<file path="config.mk">
export PLATFORM = sky130hd
export DESIGN_NAME = alu32
export DESIGN_NICKNAME = d
export VERILOG_FILES = /design/src/rtl/alu32.sv
export SDC_FILE = /design/constraint.sdc
export NUM_CORES = 1
export LEC_CHECK = 0
export BUFFER_PORTS_ARGS = -buffer_cell sky130_fd_sc_hd__buf_2
export CAP_MARGIN = 20
export CORE_UTILIZATION = 59
export CTS_BUF_LIST = sky130_fd_sc_hd__clkbuf_4 sky130_fd_sc_hd__clkbuf_8
export CTS_CLUSTER_DIAMETER = 60
export DETAILED_ROUTE_END_ITERATION = 8
export GPL_TIMING_DRIVEN = 0
export PLACE_DENSITY = 0.82
export SLEW_MARGIN = 20
export SYNTH_ARGS = -nofsm -noshare
export SYNTH_HDL_FRONTEND = slang
export SYNTH_SLANG_ARGS = --single-unit
</file>
<file path="constraint.sdc">
create_clock -name clk -period 4.8 [get_ports clk]
set_input_delay 0.48 -clock clk [delete_from_list [all_inputs] [get_ports clk]]
set_output_delay 0.48 -clock clk [all_outputs]
set_load 0.02 [all_outputs]
</file>
<file path="src/rtl/alu32.sv">
// Registered 32-bit integer ALU for the execute stage: one shared adder serves ADD, SUB and both
// compares; result, zero and signed-overflow flags are registered with a synchronous reset.
module alu32 (
   input  logic        clk,
   input  logic        reset,
   input  logic [31:0] A,
   input  logic [31:0] B,
   input  logic [2:0]  ALUControl,
   output logic [31:0] R,
   output logic        zero,
   output logic        ovf
);

   typedef enum logic [2:0] {
      OpAnd  = 3'b000,
      OpOr   = 3'b001,
      OpAdd  = 3'b010,
      OpXor  = 3'b011,
      OpNor  = 3'b100,
      OpSltu = 3'b101,
      OpSub  = 3'b110,
      OpSlt  = 3'b111
   } alu_op_e;

   alu_op_e     op;
   logic        sub_en;
   logic [31:0] b_eff;
   logic [32:0] sum_ext;
   logic [31:0] sum;
   logic        carry;
   logic        add_ovf;
   logic        lt_signed;
   logic        lt_unsigned;

   logic [31:0] r_d, r_q;
   logic        zero_d, zero_q;
   logic        ovf_d, ovf_q;

   assign op = alu_op_e'(ALUControl);

   // SUB and both compares form A + ~B + 1 on the same adder.
   assign sub_en  = (op == OpSub) || (op == OpSlt) || (op == OpSltu);
   assign b_eff   = sub_en ? ~B : B;
   assign sum_ext = {1'b0, A} + {1'b0, b_eff} + {32'b0, sub_en};
   assign sum     = sum_ext[31:0];
   assign carry   = sum_ext[32];

   // b_eff already carries the inversion, so one rule covers ADD and SUB overflow.
   assign add_ovf = (A[31] == b_eff[31]) && (sum[31] != A[31]);

   // Overflow corrects the difference sign, keeping SLT right at the extremes of the range.
   assign lt_signed   = sum[31] ^ add_ovf;
   assign lt_unsigned = ~carry;

   always_comb begin
      r_d   = 32'h0;
      ovf_d = 1'b0;
      unique case (op)
         OpAnd:  r_d = A & B;
         OpOr:   r_d = A | B;
         OpAdd: begin
            r_d   = sum;
            ovf_d = add_ovf;
         end
         OpXor:  r_d = A ^ B;
         OpNor:  r_d = ~(A | B);
         OpSltu: r_d = {31'b0, lt_unsigned};
         OpSub: begin
            r_d   = sum;
            ovf_d = add_ovf;
         end
         OpSlt:  r_d = {31'b0, lt_signed};
         default: begin
            r_d   = 32'h0;
            ovf_d = 1'b0;
         end
      endcase
      zero_d = (r_d == 32'h0);
   end

   always_ff @(posedge clk) begin
      if (!reset) begin
         r_q    <= 32'h0;
         zero_q <= 1'b1;
         ovf_q  <= 1'b0;
      end else begin
         r_q    <= r_d;
         zero_q <= zero_d;
         ovf_q  <= ovf_d;
      end
   end

   assign R    = r_q;
   assign zero = zero_q;
   assign ovf  = ovf_q;

endmodule

</file>
# --- Word-level counts from Yosys, hierarchy flattened ---
# Cells that the tools add are included.
# W data, S select, Z words.
classes:
  n_addsub: 2
  mux: 2
  bitwise: 7
  reduce_logical: 7
  eq_ne: 9
ops:
  columns: ["cell", "count"]
  rows:
  - ["$pmux W32 S7", 1]
  - ["$not A32 Y32", 2]
  - ["$add A32 B32 Y33", 1]
  - ["$add A33 B1 Y33", 1]
  - ["$and A32 B32 Y32", 1]
  - ["$logic_not A32 Y1", 1]
  - ["$mux W32", 1]
  - ["$or A32 B32 Y32", 1]
  - ["$xor A32 B32 Y32", 1]
  - ["$eq A3 B3 Y1 const B", 4]
  - ["$eq A3 B2 Y1 const B", 2]
  - ["$eq A3 B1 Y1 const B", 1]
  - ["$logic_not A3 Y1", 1]
  - ["$logic_or A1 B1 Y1", 2]
  - ["$reduce_and A2 Y1", 1]
  - ["$reduce_or A2 Y1", 1]
  - ["$eq A1 B1 Y1", 1]
  - ["$logic_and A1 B1 Y1", 1]
  - ["$ne A1 B1 Y1", 1]
  - ["$not A1 Y1", 1]
  - ["$xor A1 B1 Y1", 1]
word_totals:
  out_inout_bits: 34
  wordCells: 30
  reg_bits: 34
  input_bits: 69

# --- Depth between registers and ports, before layout ---
# Gate-level depths: netlist (run 1).
depth:
  word_depth: 11
  depth_mapped: 15
  mapped_depth_nobuf: 14

# --- Least setup slack after synthesis (run 1) ---
# Ideal clock, no wire load.
synth_path:
  path_kind: "input port to flip-flop"
  startpoint: "in ALUControl[1]"
  endpoint: "reg zero_q, in the netlist zero"
  setup_ns: 0.096
  path_slack_ns: 0.670
  n_path_buf: 2
  arrival_time_ns: 4.034
  required_ns: 4.704
  cell_stages: 15
  cell_sequence: "o21ai_2 > buf_1 > xnor2_1 > ha_1 > clkbuf_1 > nand4_1 > or2_1 > a311o_1 > a21oi_1 > nor2_4 > o21ai_1 > xnor2_1 > o221ai_1 > or4_1 > o41ai_2"
synth_between:
  elab_chain_cells: 11
  word_cells_on_any_way: 21
  classes_between: "2 x add/sub; 9 x eq/ne; 2 x mux; 2 x bitwise; 6 x reduce/logical"
synth_rtl:
  columns: ["item", "line", "rtl"]
  rows:
  - ["from (decl)", "8", "input logic [2:0] ALUControl,"]
  - ["$eq A3 B3 Y1", "42, 58", null]
  - ["$logic_or A1 B1 Y1 (2 in a row)", "42", "assign sub_en = (op == OpSub) || (op == OpSlt) || (op == OpSltu);"]
  - ["$mux W32", "43", "assign b_eff = sub_en ? ~B : B;"]
  - ["$add A32 B32 Y33", "44", "assign sum_ext = {1'b0, A} + {1'b0, b_eff} + {32'b0, sub_en};"]
  - ["$add A33 B1 Y33", "44", null]
  - ["$ne A1 B1 Y1", "49", "assign add_ovf = (A[31] == b_eff[31]) && (sum[31] != A[31]);"]
  - ["$logic_and A1 B1 Y1", "49", null]
  - ["$xor A1 B1 Y1", "52", "assign lt_signed = sum[31] ^ add_ovf;"]
  - ["$pmux W32 S7 *", "58", "unique case (op)"]
  - ["$logic_not A32 Y1 *", "78", "zero_d = (r_d == 32'h0);"]
  - ["to (signal assigned)", "88", "zero_q <= zero_d;"]
  - ["to (decl)", "36", "logic zero_d, zero_q;"]
# Mark *: on every way between the ends. The rest lies on a longest branch, timed or not.
# A chain may end at the register's enable or synchronous reset.

# --- Final worst setup path (run 1) ---
layout_path:
  startpoint: "in ALUControl[0]"
  endpoint: "reg zero_q, in the netlist zero"
# Same word-level chain as after synthesis.

==> results summary, run 1 <==
The run finished, with violations left. The checks that failed: DRC. The sum of buffers and inverters on the critical path came out at 2. The fraction of power spent switching nets is 0.448. The total die area is 9610 sq um. The net count of the mapped netlist came out at 913. Entering global routing, the biggest net connects 12 pins.

The share of the clock period used by the worst path after layout came out at 0.949. The post-detailed-placement half-perimeter wirelength is between 10000 and 15000 um. Data on the critical path arrives at its endpoint at between 4 and 5 ns. The count of final max-slew check failures is 0.

The ratio of cells with drive above 1 in the final layout came out at 0.162. The total number of placement rows came out at 34. The initial antenna violation count is 0. The fmax is 219 MHz.

The top cell family by delay on the critical path is compound AO/OA/AOI/OAI gates. The area of the core is roughly 8800 sq um. The sum of overflow across all layers after global routing is 0.

Among all stages on the critical path, the largest delay is contributed by sky130_fd_sc_hd__clkdlybuf4s18_2. The final layout net count came out at around 1000. The number of iterations in the first detailed-routing pass came out at 7. Clock-pin slew was measured on the worst setup and hold paths at ~0.08 ns. The boundary pin count is 103. In this run the power spent charging and discharging nets is roughly 0.63 mW. The number of buffers on the longest clock path is 2.

STA puts the critical path data required time at ~5 ns. At the end of routability-driven placement, the weighted congestion stood at 0.954. The number of vias per cell came out at between 5 and 6. The tightest slew margin relative to the limit is 0.258.

The sort of element at the end of the critical path is a register. The largest fanout on the critical path came out at 10. The signal on the critical path passes through buf_2 -> o21ai_2 -> clkdlybuf4s18_2 -> xnor2_1 -> ha_1 -> nand3b_1 -> o221ai_2 -> a21oi_1 -> o31ai_2 -> xor2_1 -> a221oi_1 -> nand4_1 -> nor4_2 -> or4b_1 -> o41ai_2. From left edge to right edge, the die measures 98.0 um. The final routed DRC violation total is 9. The number of library cell types mapped by synthesis is 64. The number of hold buffers added after CTS came out at 0.

The synthesized cell area is ~5400 sq um. The sequential share of the synthesized area came out at 0.125. The effective utilization at floorplan came out at 0.618. The total number of yosys warnings came out at 0. The H-tree was split into 2 levels. The total negative setup slack came out at 0 ns. The share of total power dissipated in sequential elements is 0.224. The global-route wire length before repair is ~26000 um.

The CTS tree is done. Setup repair after global routing left no endpoint under its margin. The relative contribution of combinational cells to total power came out at 0.580. The number of violations reported at the end of detailed-routing iteration 0 came out at around 370.

The final wirelength is roughly 17000 um. STA classifies the critical path startpoint as an input port. The clock root buffer master is sky130_fd_sc_hd__clkbuf_8. The longest individual stage delay on the worst path came out at ~0.55 ns. The share of synthesized registers carrying an async set or reset is 0. The critical path is of the in -> reg type. The post-detailed-route count of antenna-violating nets is 0. The average wire per cell in the routed design is around 17 um. The number of flops mapped to enable cells by yosys is 0. The average cell area after synthesis came out at between 7 and 8 sq um. The final-report setup violation count is 0. The number of global-route vias before repair was around 5500.

The relative area change from synthesis to final layout came out at 14.5%. The main flop type after synthesis is sky130_fd_sc_hd__dfxtp_1. The final number of hold-violating endpoints is 0. IR analysis of the VDD net gives a maximum drop of approximately 0.00011 V. In this run the worst hold path is classified as in -> reg.

The clock sink total is 34. The internal power consumption is 0.778 mW. The worst-margin pin slew is 1.10 ns. Once layout is complete, the utilization of the core stands at 0.707. The total vias in the final route is roughly 5700.

The global-route total usage across every layer came out at 0.344. The count of antenna diodes in the layout came out at 0. The time the final worst path needs with I/O delays and setup came out at between 4 and 5 ns. TritonCTS created 5 clock buffers. The register bit total from synthesis came out at 34. The static leakage came out at 3.10 nW. The port buffer count came out at 102. Of the total power, the clock network draws 0.196. Max-cap violations in this run came to 0. The floorplan step set the die height to between 90 and 100 um.

Power spread over the standard cell area amounts to roughly 230 nW/um^2. The cell count after synthesis came out at about 750.
per-stage QoR:
| stage | cell area, sq um | std cells | power [mW] | worst slack, ns | hold WS, ns |
|---|---|---|---|---|---|
| 2_1_floorplan | 5440 | 748 | 0.892 | 0.670 | 0.602 |
| 3_3_place_gp | 6090 | 958 | 1.09 | -0.555 | 0.820 |
| 3_5_place_dp | 6090 | 958 | 1.11 | -0.504 | 0.823 |
| 4_1_cts | 6210 | 966 | 1.39 | 0.0174 | 0.520 |
| 5_1_grt | 6230 | 966 | 1.50 | 0.0234 | 0.530 |
| 6_report | 6230 | 966 | 1.41 | 0.243 | 0.526 |
Yosys cell counts, types with 7 or more instances:
library cell | instances | area (sq um)
sky130_fd_sc_hd__xnor2_1 | 40 | 350
sky130_fd_sc_hd__clkbuf_1 | 19 | 71.3
sky130_fd_sc_hd__a221oi_1 | 9 | 78.8
sky130_fd_sc_hd__nand4_1 | 15 | 93.8
sky130_fd_sc_hd__xor2_1 | 16 | 140
sky130_fd_sc_hd__buf_2 | 8 | 40.0
sky130_fd_sc_hd__o221ai_1 | 8 | 70.1
sky130_fd_sc_hd__inv_1 | 102 | 383
sky130_fd_sc_hd__nor2_1 | 66 | 248
sky130_fd_sc_hd__a21oi_1 | 63 | 315
sky130_fd_sc_hd__nand2b_1 | 11 | 68.8
sky130_fd_sc_hd__ha_1 | 95 | 1190
sky130_fd_sc_hd__dfxtp_1 | 34 | 681
sky130_fd_sc_hd__nand3_1 | 11 | 55.1
sky130_fd_sc_hd__o21ai_1 | 7 | 35.0
sky130_fd_sc_hd__and2_1 | 16 | 100
sky130_fd_sc_hd__buf_1 | 9 | 33.8
sky130_fd_sc_hd__o21ai_0 | 30 | 150
sky130_fd_sc_hd__nand2_1 | 53 | 199
sky130_fd_sc_hd__nor3_1 | 7 | 35.0
sky130_fd_sc_hd__mux2i_1 | 28 | 280
power by group through the flow:
stage               sequential [mW]  combinational [mW]  clock [mW]
global placement              0.321               0.772           0
floorplan                     0.360               0.532           0
detailed placement            0.323               0.792           0
global route                  0.318               0.898       0.283
CTS                           0.316               0.797       0.276
finish                        0.316               0.817       0.276
layout by cell type (no fill, tap or decap), drive strengths merged, types with 26 or more instances in the layout:
| cell type | netlist | routed |
|---|---|---|
| nor2 | 67 | 67 |
| nand2 | 53 | 53 |
| dfxtp | 34 | 34 |
| buf | 20 | 119 |
| clkbuf | 19 | 26 |
| a21oi | 63 | 63 |
| inv | 102 | 102 |
| o21ai | 38 | 38 |
| xnor2 | 40 | 40 |
| ha | 95 | 95 |
| mux2i | 28 | 28 |
cell type report:
cell class              instances  area [sq um]
plain buffers                  39           183
clock buffers                   5          68.8
clock inverters                 3          40.0
fillers                       752          2580
inverters                     103           387
multi-input cells             572          4220
flip-flops and latches         34           681
well taps                     108           135
repair buffers                102           510
sequential cells by signal, summed over array words and instances (netlist names):
| signal | count |
|---|---|
| ovf | 1 |
| R | 32 |
| zero | 1 |
path summary, 6_finish.rpt:
path          start   end  slack, ns  cells after the start
max   ALUControl[0]  zero       0.24                     15
min           reset  R[6]       0.53                      2
kinds of logic (layout without fill, tap and decap cells):
logic type      after synthesis  count (layout)  share of synthesized area
compound gates              186             186                      0.224
xor+xnor                     56              56                     0.0902
fa+ha+maj                    96              96                      0.222
buf+inv                     142             252                      0.103
flops                        34              34                      0.125
mux                          30              30                     0.0557
simple gates                204             204                      0.180
timing repair:
| item | in CTS | in global routing |
|---|---|---|
| gates resized for setup | 4 | 10 |
| setup endpoints to repair | 1 | 1 |
| setup buffers | 0 | 0 |
| pin swaps | 0 | 0 |
layer usage:
metal | track usage | routed length, um | vias to the layer above
met5 | 0 | 0 | -
met4 | 0.133 | 488 | 0
met3 | 0.0437 | 1190 | 40
met2 | 0.596 | 7720 | 249
met1 | 0.431 | 7160 | 2639
li1 | - | - | 2796
Power figures use the tool's default switching activity.
==> run 2: changes to the inputs <==
Settings changed: CORE_UTILIZATION 59 to 50, PLACE_DENSITY 0.82 to 0.71.
Clock period 4.8 ns to 5.85 ns, I/O delays scaled along.
==> run 2 against run 1 <==
Clock-buffer cell count is the same. Power down 21%. Sequential power down 18%. Largest cell class unchanged. Largest power group unchanged. The run now ends clean. Utilization shrank 11 points. Critical endpoint unchanged.
==> results summary, run 2 (synthesized netlist as in run 1, its figures left out) <==
The worst setup path is launched from an input port. The final wirelength came out at roughly 17000 um. The library cell used most frequently in the layout, excluding fill and tap cells, is sky130_fd_sc_hd__buf_2. The final number of hold-violating endpoints came out at 0. The number of hold buffers added after CTS came out at 0.

Based on the critical path, the design can be clocked at up to 190 MHz. The power density normalized to cell area came out at between 150 and 200 nW/um^2. The number of placed instances, taps included is slightly below 1000. Of the available clock period, the critical path in the final layout requires 0.899. The kind of cell with the highest combined delay along the critical path is compound AO/OA/AOI/OAI gates. The global-route total usage across every layer is 0.305. Setup slack on the critical path of the routed design comes to a little under 0.6 ns. For the pin with the worst max-slew slack, the measured transition is between 1 and 1.5 ns. Setup repair after global routing left no endpoint under its margin.

The flow ran to the end, and the final reports show no timing, DRC or antenna violations. The clock period could shrink to 5.26 ns. For this run, the slowest stage of the critical path takes between 0.8 and 0.9 ns.

Data on the critical path is required at its endpoint by 6.07 ns. Measured against its own limit, the worst slew margin works out to 0.279. In this run the worst setup path terminates at zero.

The initial antenna violation count is 0. The post-detailed-placement half-perimeter wirelength is approximately 13000 um. The sort of element at the end of the critical path is a register.

The flip-flop count of the largest register, all copies and words added came out at 32. The top cell types in the final layout, fill and taps aside, are 110 x sky130_fd_sc_hd__buf_2, 102 x sky130_fd_sc_hd__inv_1, 95 x sky130_fd_sc_hd__ha_1. The first global-routing pass estimated 27200 um of wire. The depth of the CTS H-tree is 2.

TritonCTS built the clock tree. The number of violations reported at the end of detailed-routing iteration 0 came out at ~450. In this run the worst path has a maximum fanout of 10.

The final routed DRC violation total came out at 0. The pin count of the biggest net entering global routing came out at 13. In this run the worst hold path is classified as in -> reg. The critical path arrival is 5.48 ns. The peak supply drop is roughly 0.000085 V. The count of final max-slew check failures is 0. Relative to the synthesized area, the layout overhead comes to 14.2%.

The final layout net count came out at 1022. Setup total negative slack on the finished layout was measured at 0 ns. The critical path goes through buf_2 -> o21ai_2 -> buf_1 -> xnor2_1 -> ha_1 -> nand3b_1 -> o221ai_2 -> a21oi_1 -> o31ai_1 -> xor2_1 -> a221oi_1 -> nand4_1 -> nor4_1 -> or4b_1 -> o41ai_2. The average wire per cell in the routed design is between 15 and 20 um.

The congestion estimate from routability-driven global placement came to 0.921. The longest clock path from root to sink contains 2 buffers. The ratio of cells with drive above 1 in the final layout came out at 0.154. The total number of placement rows came out at 37. The number of global-route vias before repair came out at roughly 5600.

The horizontal extent of the die came out at approximately 110 um. The clock sink total came out at 34. The most critical setup path has its startpoint at ALUControl[0]. The post-CTS setup buffer count is 0. The number of vias per cell is 5.82.

The sequential standard cell area came out at between 600 and 700 sq um. The total die area is between 10000 and 15000 sq um. The tool flagged a number of max-cap violations equal to 0. The critical path crosses 15 cells after its start point. The sum of buffers and inverters on the critical path is 2. The floorplan die height is around 110 um.

In this run, CTS created clock tree buffers numbering 5. The multi-input combinational cells in the finished layout cover a total of between 4000 and 5000 sq um. The post-cts sizing count came out at 0. The area of the core came out at between 10000 and 15000 sq um. The boundary pin count is around 100.

The largest individual stage delay along the critical path comes from the cell sky130_fd_sc_hd__buf_1. The post-detailed-route count of antenna-violating nets is 0. The total overflow left after global routing is 0. The filler cells instantiated in the layout total about 1000.

The critical path start-end classification is in -> reg. The post-layout instance count excluding filler cells came out at a little under 1000. The register clock-pin slew on the reported worst setup and hold paths is 0.08 ns. The pre-CTS setup slack came out at approximately 0.35 ns.

Before antenna repair, the detailed router went through 7 iterations. The final-report setup violation count came out at 0. The static leakage is roughly 3 nW. The worst hold slack after final layout is ~0.63 ns. The count of antenna diodes in the layout came out at 0. Buffers placed on the I/O ports in this run total between 100 and 150. The total vias in the final route came out at between 5000 and 6000. The tree is rooted in a sky130_fd_sc_hd__clkbuf_8. The initial utilization of the core area, before any placement, comes to 0.522.
-- run 2: changes by cell type in the layout (fill, tap and decap cells not counted), sizes merged --
| cell | delta |
|---|---|
| clkdlybuf4s18 | -1 |
| bufinv | -1 |
| clkbuf | -2 |
| buf | +3 |
| clkinvlp | +1 |
-- run 2: final cells by class --
type                       instances  area share
buffer                            39      0.0276
clock buffer                       5      0.0111
clock inverter                     3     0.00342
inverter                         103      0.0622
multi-input combinational        572       0.676
sequential                        34       0.110
tap                              136      0.0274
timing repair buffer             102      0.0822
-- run 2: worst min path at each step --
stage	start	end	slack [ns]	cells past startpoint
final	A[31]	ovf	0.63	3
after global routing	reset	R[6]	0.64	2
after CTS	reset	R[0]	0.62	2
after detailed placement	reset	R[0]	0.93	2
after global placement	reset	R[0]	0.92	2
after floorplan	reset	R[0]	0.71	1
-- run 2: stage by stage --
stage,power [mW],area [sq um],utilization
2_1_floorplan,0.732,5440,-
3_3_place_gp,0.899,6120,0.588
3_5_place_dp,0.916,6120,0.588
4_1_cts,1.10,6210,0.596
5_1_grt,1.19,6210,0.596
6_report,1.11,6210,0.596
-- run 2: metal layers --
| layer | share of wire | up-vias | GRT usage |
|---|---|---|---|
| met5 | 0 | - | 0 |
| met4 | 0.024 | 0 | 0.117 |
| met3 | 0.073 | 35 | 0.0497 |
| li1 | - | 2792 | - |
| met1 | 0.44 | 2706 | 0.387 |
| met2 | 0.46 | 248 | 0.514 |
-- run 2: report_power, final --
group	internal [mW]	leakage (nW)	total, mW	switching (mW)
registers	0.254	0.281	0.259	0.00460
clock network	0.0836	0.0441	0.183	0.0994
logic	0.258	2.75	0.667	0.409
total	0.595	3.08	1.11	0.513
